--- src/rtl/timer_slot_scheduler.sv ---
// timer_slot_scheduler
//
// Purpose: gives one shared 1-second timer to NREQ requesters in round-robin
// order. The current owner loads its seconds count when it is granted. Each
// timeout pulse then counts it down by one. When the count reaches zero the
// owner receives a one-cycle done pulse. Only one countdown runs at a time.
//
// Ports:
//   clk          system clock; all state changes on its rising edge
//   rst          asynchronous, active-low reset
//   req          level request per requester; held until done, or dropped to abort
//   secs         packed seconds counts, requester i at [i*CW +: CW]; sampled at grant only
//   timeout      one-cycle pulse per elapsed second from the shared timer
//   Timer_Enable enable to the shared timer
//   grant        one-hot owner of the timer; all zero when idle
//   done         one-cycle completion pulse to the owner
//   busy         high whenever the scheduler is not idle
//   remaining    seconds left in the active countdown
//
// State table
//   state | meaning
//   IDLE  | no owner; arbitrate among pending requests, ignore timeout
//   RUN   | timer enabled; count timeout pulses down for the owner
//   DONE  | one cycle; done and grant asserted, then release the timer

module timer_slot_scheduler #(
    parameter int NREQ = 4,
    parameter int CW   = 4
) (
    input  logic               clk,
    input  logic               rst,
    input  logic [NREQ-1:0]    req,
    input  logic [NREQ*CW-1:0] secs,
    input  logic               timeout,
    output logic               Timer_Enable,
    output logic [NREQ-1:0]    grant,
    output logic [NREQ-1:0]    done,
    output logic               busy,
    output logic [CW-1:0]      remaining
);

    localparam int PW = (NREQ > 1) ? $clog2(NREQ) : 1;

    typedef enum logic [1:0] {
        IDLE = 2'd0,
        RUN  = 2'd1,
        DONE = 2'd2
    } state_t;

    state_t          state_q, state_d;
    logic [PW-1:0]   ptr_q, ptr_d;
    logic [PW-1:0]   idx_q, idx_d;
    logic [CW-1:0]   rem_q, rem_d;
    logic            te_q, te_d;
    logic [NREQ-1:0] grant_q, grant_d;
    logic [NREQ-1:0] done_q, done_d;
    logic            busy_q, busy_d;

    // Round-robin search. It starts just after the last owner, so that
    // owner has the lowest priority in the next arbitration.
    logic            win_found;
    logic [PW-1:0]   win_idx;
    logic [PW-1:0]   cand;
    logic [CW-1:0]   win_secs;
    logic [NREQ-1:0] win_onehot;

    always_comb begin
        win_found = 1'b0;
        win_idx   = '0;
        cand      = '0;
        for (int k = 1; k <= NREQ; k++) begin
            cand = PW'((int'(ptr_q) + k) % NREQ);
            if (!win_found && req[cand]) begin
                win_found = 1'b1;
                win_idx   = cand;
            end
        end
        win_secs   = secs[win_idx*CW +: CW];
        win_onehot = NREQ'(1) << win_idx;
    end

    always_comb begin
        state_d = state_q;
        ptr_d   = ptr_q;
        idx_d   = idx_q;
        rem_d   = rem_q;
        te_d    = te_q;
        grant_d = grant_q;
        done_d  = '0;

        case (state_q)
            IDLE: begin
                if (win_found) begin
                    idx_d   = win_idx;
                    rem_d   = win_secs;
                    grant_d = win_onehot;
                    if (win_secs != '0) begin
                        state_d = RUN;
                        te_d    = 1'b1;
                    end else begin
                        // A zero-second request completes without starting the timer.
                        state_d = DONE;
                        done_d  = win_onehot;
                    end
                end
            end

            RUN: begin
                // A withdrawn request takes priority over a timeout in the same cycle.
                if (!req[idx_q]) begin
                    state_d = IDLE;
                    te_d    = 1'b0;
                    grant_d = '0;
                    rem_d   = '0;
                    ptr_d   = idx_q;
                end else if (timeout) begin
                    if (rem_q <= CW'(1)) begin
                        state_d = DONE;
                        te_d    = 1'b0;
                        rem_d   = '0;
                        done_d  = NREQ'(1) << idx_q;
                    end else begin
                        rem_d = rem_q - CW'(1);
                    end
                end
            end

            DONE: begin
                state_d = IDLE;
                grant_d = '0;
                ptr_d   = idx_q;
            end

            default: begin
                state_d = IDLE;
                te_d    = 1'b0;
                grant_d = '0;
                rem_d   = '0;
            end
        endcase

        busy_d = (state_d != IDLE);
    end

    always_ff @(posedge clk or negedge rst) begin
        if (!rst) begin
            state_q <= IDLE;
            ptr_q   <= PW'(NREQ - 1);
            idx_q   <= '0;
            rem_q   <= '0;
            te_q    <= 1'b0;
            grant_q <= '0;
            done_q  <= '0;
            busy_q  <= 1'b0;
        end else begin
            state_q <= state_d;
            ptr_q   <= ptr_d;
            idx_q   <= idx_d;
            rem_q   <= rem_d;
            te_q    <= te_d;
            grant_q <= grant_d;
            done_q  <= done_d;
            busy_q  <= busy_d;
        end
    end

    assign Timer_Enable = te_q;
    assign grant        = grant_q;
    assign done         = done_q;
    assign busy         = busy_q;
    assign remaining    = rem_q;

endmodule
--- config.mk ---
export PLATFORM = sky130hd
export DESIGN_NAME = timer_slot_scheduler
export DESIGN_NICKNAME = d
export VERILOG_FILES = /design/src/rtl/timer_slot_scheduler.sv
export SDC_FILE = /design/constraint.sdc
export NUM_CORES = 1
export LEC_CHECK = 0
export BUFFER_PORTS_ARGS = -buffer_cell sky130_fd_sc_hd__buf_2
export CELL_PAD_IN_SITES_DETAIL_PLACEMENT = 0
export CELL_PAD_IN_SITES_GLOBAL_PLACEMENT = 2
export CORE_ASPECT_RATIO = 0.7
export CORE_MARGIN = 8
export CORE_UTILIZATION = 30
export CTS_CLUSTER_DIAMETER = 50
export DETAILED_ROUTE_END_ITERATION = 8
export GPL_TIMING_DRIVEN = 0
export PLACE_DENSITY_LB_ADDON = 0.1
export SETUP_SLACK_MARGIN = 0.5
export SYNTH_ARGS = -nofsm -noshare
export SYNTH_HDL_FRONTEND = slang
export SYNTH_SLANG_ARGS = --single-unit
export TNS_END_PERCENT = 100
--- constraint.sdc ---
create_clock -name clk -period 2.2 [get_ports clk]
set_input_delay 0.55 -clock clk [delete_from_list [all_inputs] [get_ports clk]]
set_output_delay 0.55 -clock clk [all_outputs]
set_load 0.01 [all_outputs]
-- Word level (Yosys, flattened, before mapping)
Index checks and enable logic that the tools add are counted.
- bits of input ports: 23
- bits in registers: 20
- output and inout port bits: 14
- add/sub/neg operators: 5
- magnitude comparators: 6
- bitwise operators: 1
- reductions and logical operators: 15
- muxes and demuxes: 46
- equality and inequality tests: 7
- shift-type cells: 3
- operators by type and width (kind ; number):
    $mux 4 ; 11
    $mux 2 ; 10
    $pmux 4 s2 ; 2
    $shiftx 16x5->4 ; 1
    $lt 2x3->1 const B ; 5
    $mux 1 ; 14
    $pmux 4 s3 ; 1
    $bmux 1 s2 ; 5
    $pmux 2 s2 ; 2
    $shl 1x2->4 const A ; 2
    $ne 2x2->1 const B ; 3
    $ne 3x3->1 const B ; 2
    $reduce_and 2->1 ; 3
    $reduce_and 5->1 ; 1
    $add 2x1->2 const B ; 2
    $add 2x2->2 const B ; 2
    $le 4x1->1 const B ; 1
    $reduce_bool 2->1 ; 2
    $reduce_bool 4->1 ; 1
    $sub 4x1->4 const B ; 1
    $logic_and 1x1->1 ; 3
    $logic_not 1->1 ; 3
    $pmux 1 s3 ; 1
    $reduce_and 3->1 ; 1
    4 further kinds ; 4

-- Longest topological paths before layout
- depth in word-level cells: 19
- gate-level depth with buffers: 9
- gate-level depth less buffers: 8

-- Worst setup path before layout
Ideal clock, no wire load.
- path type: input -> register
- start: input port req[1]
- end: register state_q[0]
- path slack: 0.137 ns
- library setup time: 0.143 ns
- stages: 7
- data arrival time: 1.920 ns
- path through: a21o_1 -> a31oi_1 -> buf_6 -> mux2i_1 -> mux2i_1 -> nor4_4 -> o22ai_1
- longest elaborated chain between the ends: 17
- elaborated cells on any way between the ends: 30
- classes of those cells: 1 x shift; 22 x mux; 7 x reduce/logical
- RTL lines (element ; line ; RTL):
    start: declaration ; 32 ; input logic [NREQ-1:0] req,
    $bmux 1 s2 ; 73 ; if (!win_found && req[cand]) begin
    $mux 1 (implied by the code) ; 73 ;
    $mux 1 ; 73 ;
    $logic_not 1->1 ; 73 ;
    $logic_and 1x1->1 ; 73 ;
    $mux 1 ; 73 ;
    $logic_not 1->1 ; 73 ;
    $logic_and 1x1->1 ; 73 ;
    (+2 left out) ; - ;
    $logic_and 1x1->1 ; 73 ;
    $mux 2 ; 73 ;
    $shiftx 16x5->4 ; 78 ; win_secs = secs[win_idx*CW +: CW];
    $reduce_bool 4->1 ; 97 ; if (win_secs != '0) begin
    $mux 2 ; 97 ;
    $mux 2 ; 93 ; if (win_found) begin
    $pmux 2 s2 * ; 91 ; case (state_q)
    via state_d[0] ; 50 ; state_t state_q, state_d;
    end signal: assignment ; 156 ; state_q <= state_d;
    end: declaration ; 50 ;
Mark *: on every way through the listed nets, which the timed path passes. The rest lies on a longest branch. The select of a mux whose other input is x is not followed.
A chain may end at the register's enable or synchronous reset.

-- Worst setup path in the final report
- start: register ptr_q[1]
- end: register done_q[3], in the netlist done[3]
- longest elaborated chain between the ends: 18
- elaborated cells on any way between the ends: 32
- classes of those cells: 4 x add/sub; 2 x shift; 19 x mux; 7 x reduce/logical
- RTL lines (element ; line ; RTL):
    start: declaration ; 51 ; logic [PW-1:0] ptr_q, ptr_d;
    start signal: assignment ; 148 ; ptr_q <= PW'(NREQ - 1);
    start signal: assignment ; 157 ; ptr_q <= ptr_d;
    $add 2x1->2 ; 72 ; cand = PW'((int'(ptr_q) + k) % NREQ);
    $bmux 1 s2 ; 73 ;
    $mux 1 (implied by the code) ; 73 ;
    $mux 1 ; 73 ;
    $logic_not 1->1 ; 73 ;
    $logic_and 1x1->1 ; 73 ;
    $mux 1 ; 73 ;
    $logic_not 1->1 ; 73 ;
    (+3 left out) ; - ;
    $logic_and 1x1->1 ; 73 ;
    $mux 2 ; 73 ;
    $shiftx 16x5->4 ; 78 ;
    $reduce_bool 4->1 ; 97 ;
    $mux 4 ; 97 ;
    $mux 4 * ; 93 ;
    $pmux 4 s2 * ; 91 ;
    via done_d[3] ; 56 ; logic [NREQ-1:0] done_q, done_d;
    end signal: assignment ; 162 ; done_q <= done_d;
    end: declaration ; 56 ;
Marks and branches as above.

==> qor.txt <==
# IOs: 37
Die Y: 68.6 µm
DIE AREA: 0.00626 mm²
CTS tree: done
GP Congestion: 0.778
Fin crit period: 2.11 ns
Slew HR: 70.5%
Global-route wire length before repair: 5710 µm
Vias in the first global route: 1148
Worst path most repeated cell: mux2i_2
Post-synth EDFFs: 0
CP Cell Sequence: buf_4 > mux2i_2 > o221ai_4 > buf_12 > mux2i_2 > nor4_4 > buf_6 > a2bb2o_1
Initial antenna violation count: 0
DR vias/cell: 4.86
Max Cap Violations: 0
Status: complete, no violations
Worst-Margin Slew: 0.439 ns
DP HPWL: 2490 µm
IO buf count: 36
Via count: 1083
Cell Area, Synth: 0.00119 mm²
Leakage: 0.000841 µW
P&R area growth vs syn: 50.9%
Syn_area_per_cell: 10.1 µm²
CP endpoint kind: flip-flop
Worst slack, placed: -0.264 ns
Final count of hold timing violations: 0
Yosys reg bits: 20
CTS Buffer Depth: 2
RSZ-0062 raised after global routing: true
Startpoint type of the worst setup path: flip-flop
HP Class: input port to asynchronous set/reset pin
Num CTS Buffers: 3
Fillers: 375
Clk_skew: 0.00174 ns
GR Util All Layers: 11.3%
Post-synthesis instance total: 118
Wire per inst: 15.8 µm
Distinct cell type count after synthesis: 34
# diodes: 0
Post-synth ARST share: 100%
Worst-Skew Late Latency: 0.26 ns
Power density cells: 1480 mW/mm²
Cell Count Post-Placement: 206
Crit-path max FO: 7
Most common cell after layout, fill and taps aside: buf_2
Global route overflow: 0
Slowest cell on crit path: dfstp_2
Fmax: 473 MHz
Tcrit/Tclk final: 96.1%
# rows: 19
Core area: 0.00385 mm²
Layout Cells excl Fill: 223
Synth Flop Type: dfrtp_1
Post-Route WL: 3520 µm
Syn_nets: 143
Max Transition Viols Final: 0
Yosys warns: 0
Commonest non-fill, non-tap cells in the layout: buf_2, dfrtp_1, buf_4, nor2_1, nand2_1
Final WS setup: 0.0853 ns
Sequential area share after synthesis: 42.4%
Die outline width: 91.2 µm
Class of the most critical setup path: flip-flop to flip-flop
# H-tree levels: 1
Slowest stage delay, CP: 0.58 ns
WP data arrival: 2.26 ns
Share of layout cells above drive strength 1: 49.1%
Worst VDD drop: 0.618 mV
DR pass1 iterations: 4
Routed Antenna Nets: 0
Starting DRT DRC Count: 26
Root buf cell: clkbuf_8
Worst Path Required: 2.35 ns
Final setup viols: 0
Largest net degree at the start of global routing: 21
Fin nets: 197
Starting Density: 30.8%
Worst-path clk slew: 0.08 ns
Clock Sinks: 20
Reg-to-reg slack, setup: 0.09 ns
Post-route DRC: 0
-- synth_stat cells, types with 2 or more instances --
library cell / count / area share, %
nand3b_1: 3 / 1.9
nand2_1: 8 / 2.5
nor2_1: 11 / 3.5
nor2b_1: 4 / 2.1
nand2b_1: 2 / 1.1
a21o_1: 6 / 3.8
mux2i_1: 14 / 12
nor3b_1: 2 / 1.3
ha_1: 2 / 2.1
dfstp_2: 2 / 4.4
a21oi_1: 9 / 3.8
inv_1: 6 / 1.9
dfrtp_1: 18 / 38
a32o_1: 2 / 1.7
o21ai_0: 7 / 3.0
nor3_1: 4 / 1.7
-- final cells by class --
class | count | area (µm²) | area share [%]
Clock buffer | 3 | 41.3 | 2.30
Clock inverter | 1 | 30.0 | 1.68
Tap cell | 52 | 65.1 | 3.63
Multi-Input combinational cell | 90 | 810 | 45.2
Timing Repair Buffer | 49 | 294 | 16.4
Buffer | 2 | 26.3 | 1.47
Inverter | 6 | 22.5 | 1.26
Sequential cell | 20 | 503 | 28.1
-- per-layer routing --
metal,global-route usage (%),vias up,part of all wire (%)
met5,0,-,0
met4,1.83,0,0.40
met3,3.24,2,5.7
met2,18.1,33,42
met1,15.0,515,51
li1,-,533,-
-- repair_timing --
item,4_1_cts,5_1_grt
resized for setup,13,16
setup buffers,7,6
hold buffers,0,0
cloned,0,0
endpoints found under the setup margin,12,18
pin swaps,6,8
-- critical path: cells and delay by family, from the launching register on --
family / cells / cell delay (ns)
compound gates: 2 / 0.40
buf+inv: 3 / 0.42
flops: 1 / 0.58
mux: 2 / 0.50
simple gates: 1 / 0.08
-- final timing paths --
check,from,to,depth (start not counted)
worst max register to register,ptr_q[1],done[3],8
min in group clk,grant[2],grant[2],1
worst min-delay path,rst,Timer_Enable,1
worst min register to register,grant[2],grant[2],1
worst max-delay path,ptr_q[1],done[3],8
max in group asynchronous,rst,ptr_q[0],1
-- metrics by stage --
stage                     util, %  hold slack [ns]  instance area (µm²)  power [µW]  TNS, ns
after floorplan                 -            0.254                 1220        1520        0
after global placement       38.0            0.460                 1460        1840    -1.43
after detailed placement     38.0            0.461                 1460        1860    -1.52
after CTS                    43.3            0.256                 1670        2460        0
after global routing         46.5            0.252                 1790        2850   -0.164
final                        46.5            0.226                 1790        2650        0
-- kinds of logic after synthesis --
kind of cell / count (synthesis) / synth area share (%)
simple gates: 40 / 18.7
compound gates: 32 / 19.2
flops: 20 / 42.4
mux: 15 / 13.7
buf+inv: 8 / 3.27
fa+ha+maj: 2 / 2.11
xor+xnor: 1 / 0.738
-- where the power goes --
group          internal, µW  total [µW]  switching (µW)
Clock                   243         370             127
Sequential              538         688             150
Combinational           789        1590             802
Total                  1570        2650            1080
-- state kept, by name, indices dropped and copies added (netlist names) --
| register | count |
|---|---|
| state_q | 2 |
| done | 4 |
| busy | 1 |
| grant | 4 |
| ptr_q | 2 |
| remaining | 4 |
| Timer_Enable | 1 |
| idx_q | 2 |
Note: power is estimated with default switching activity, not from simulation.
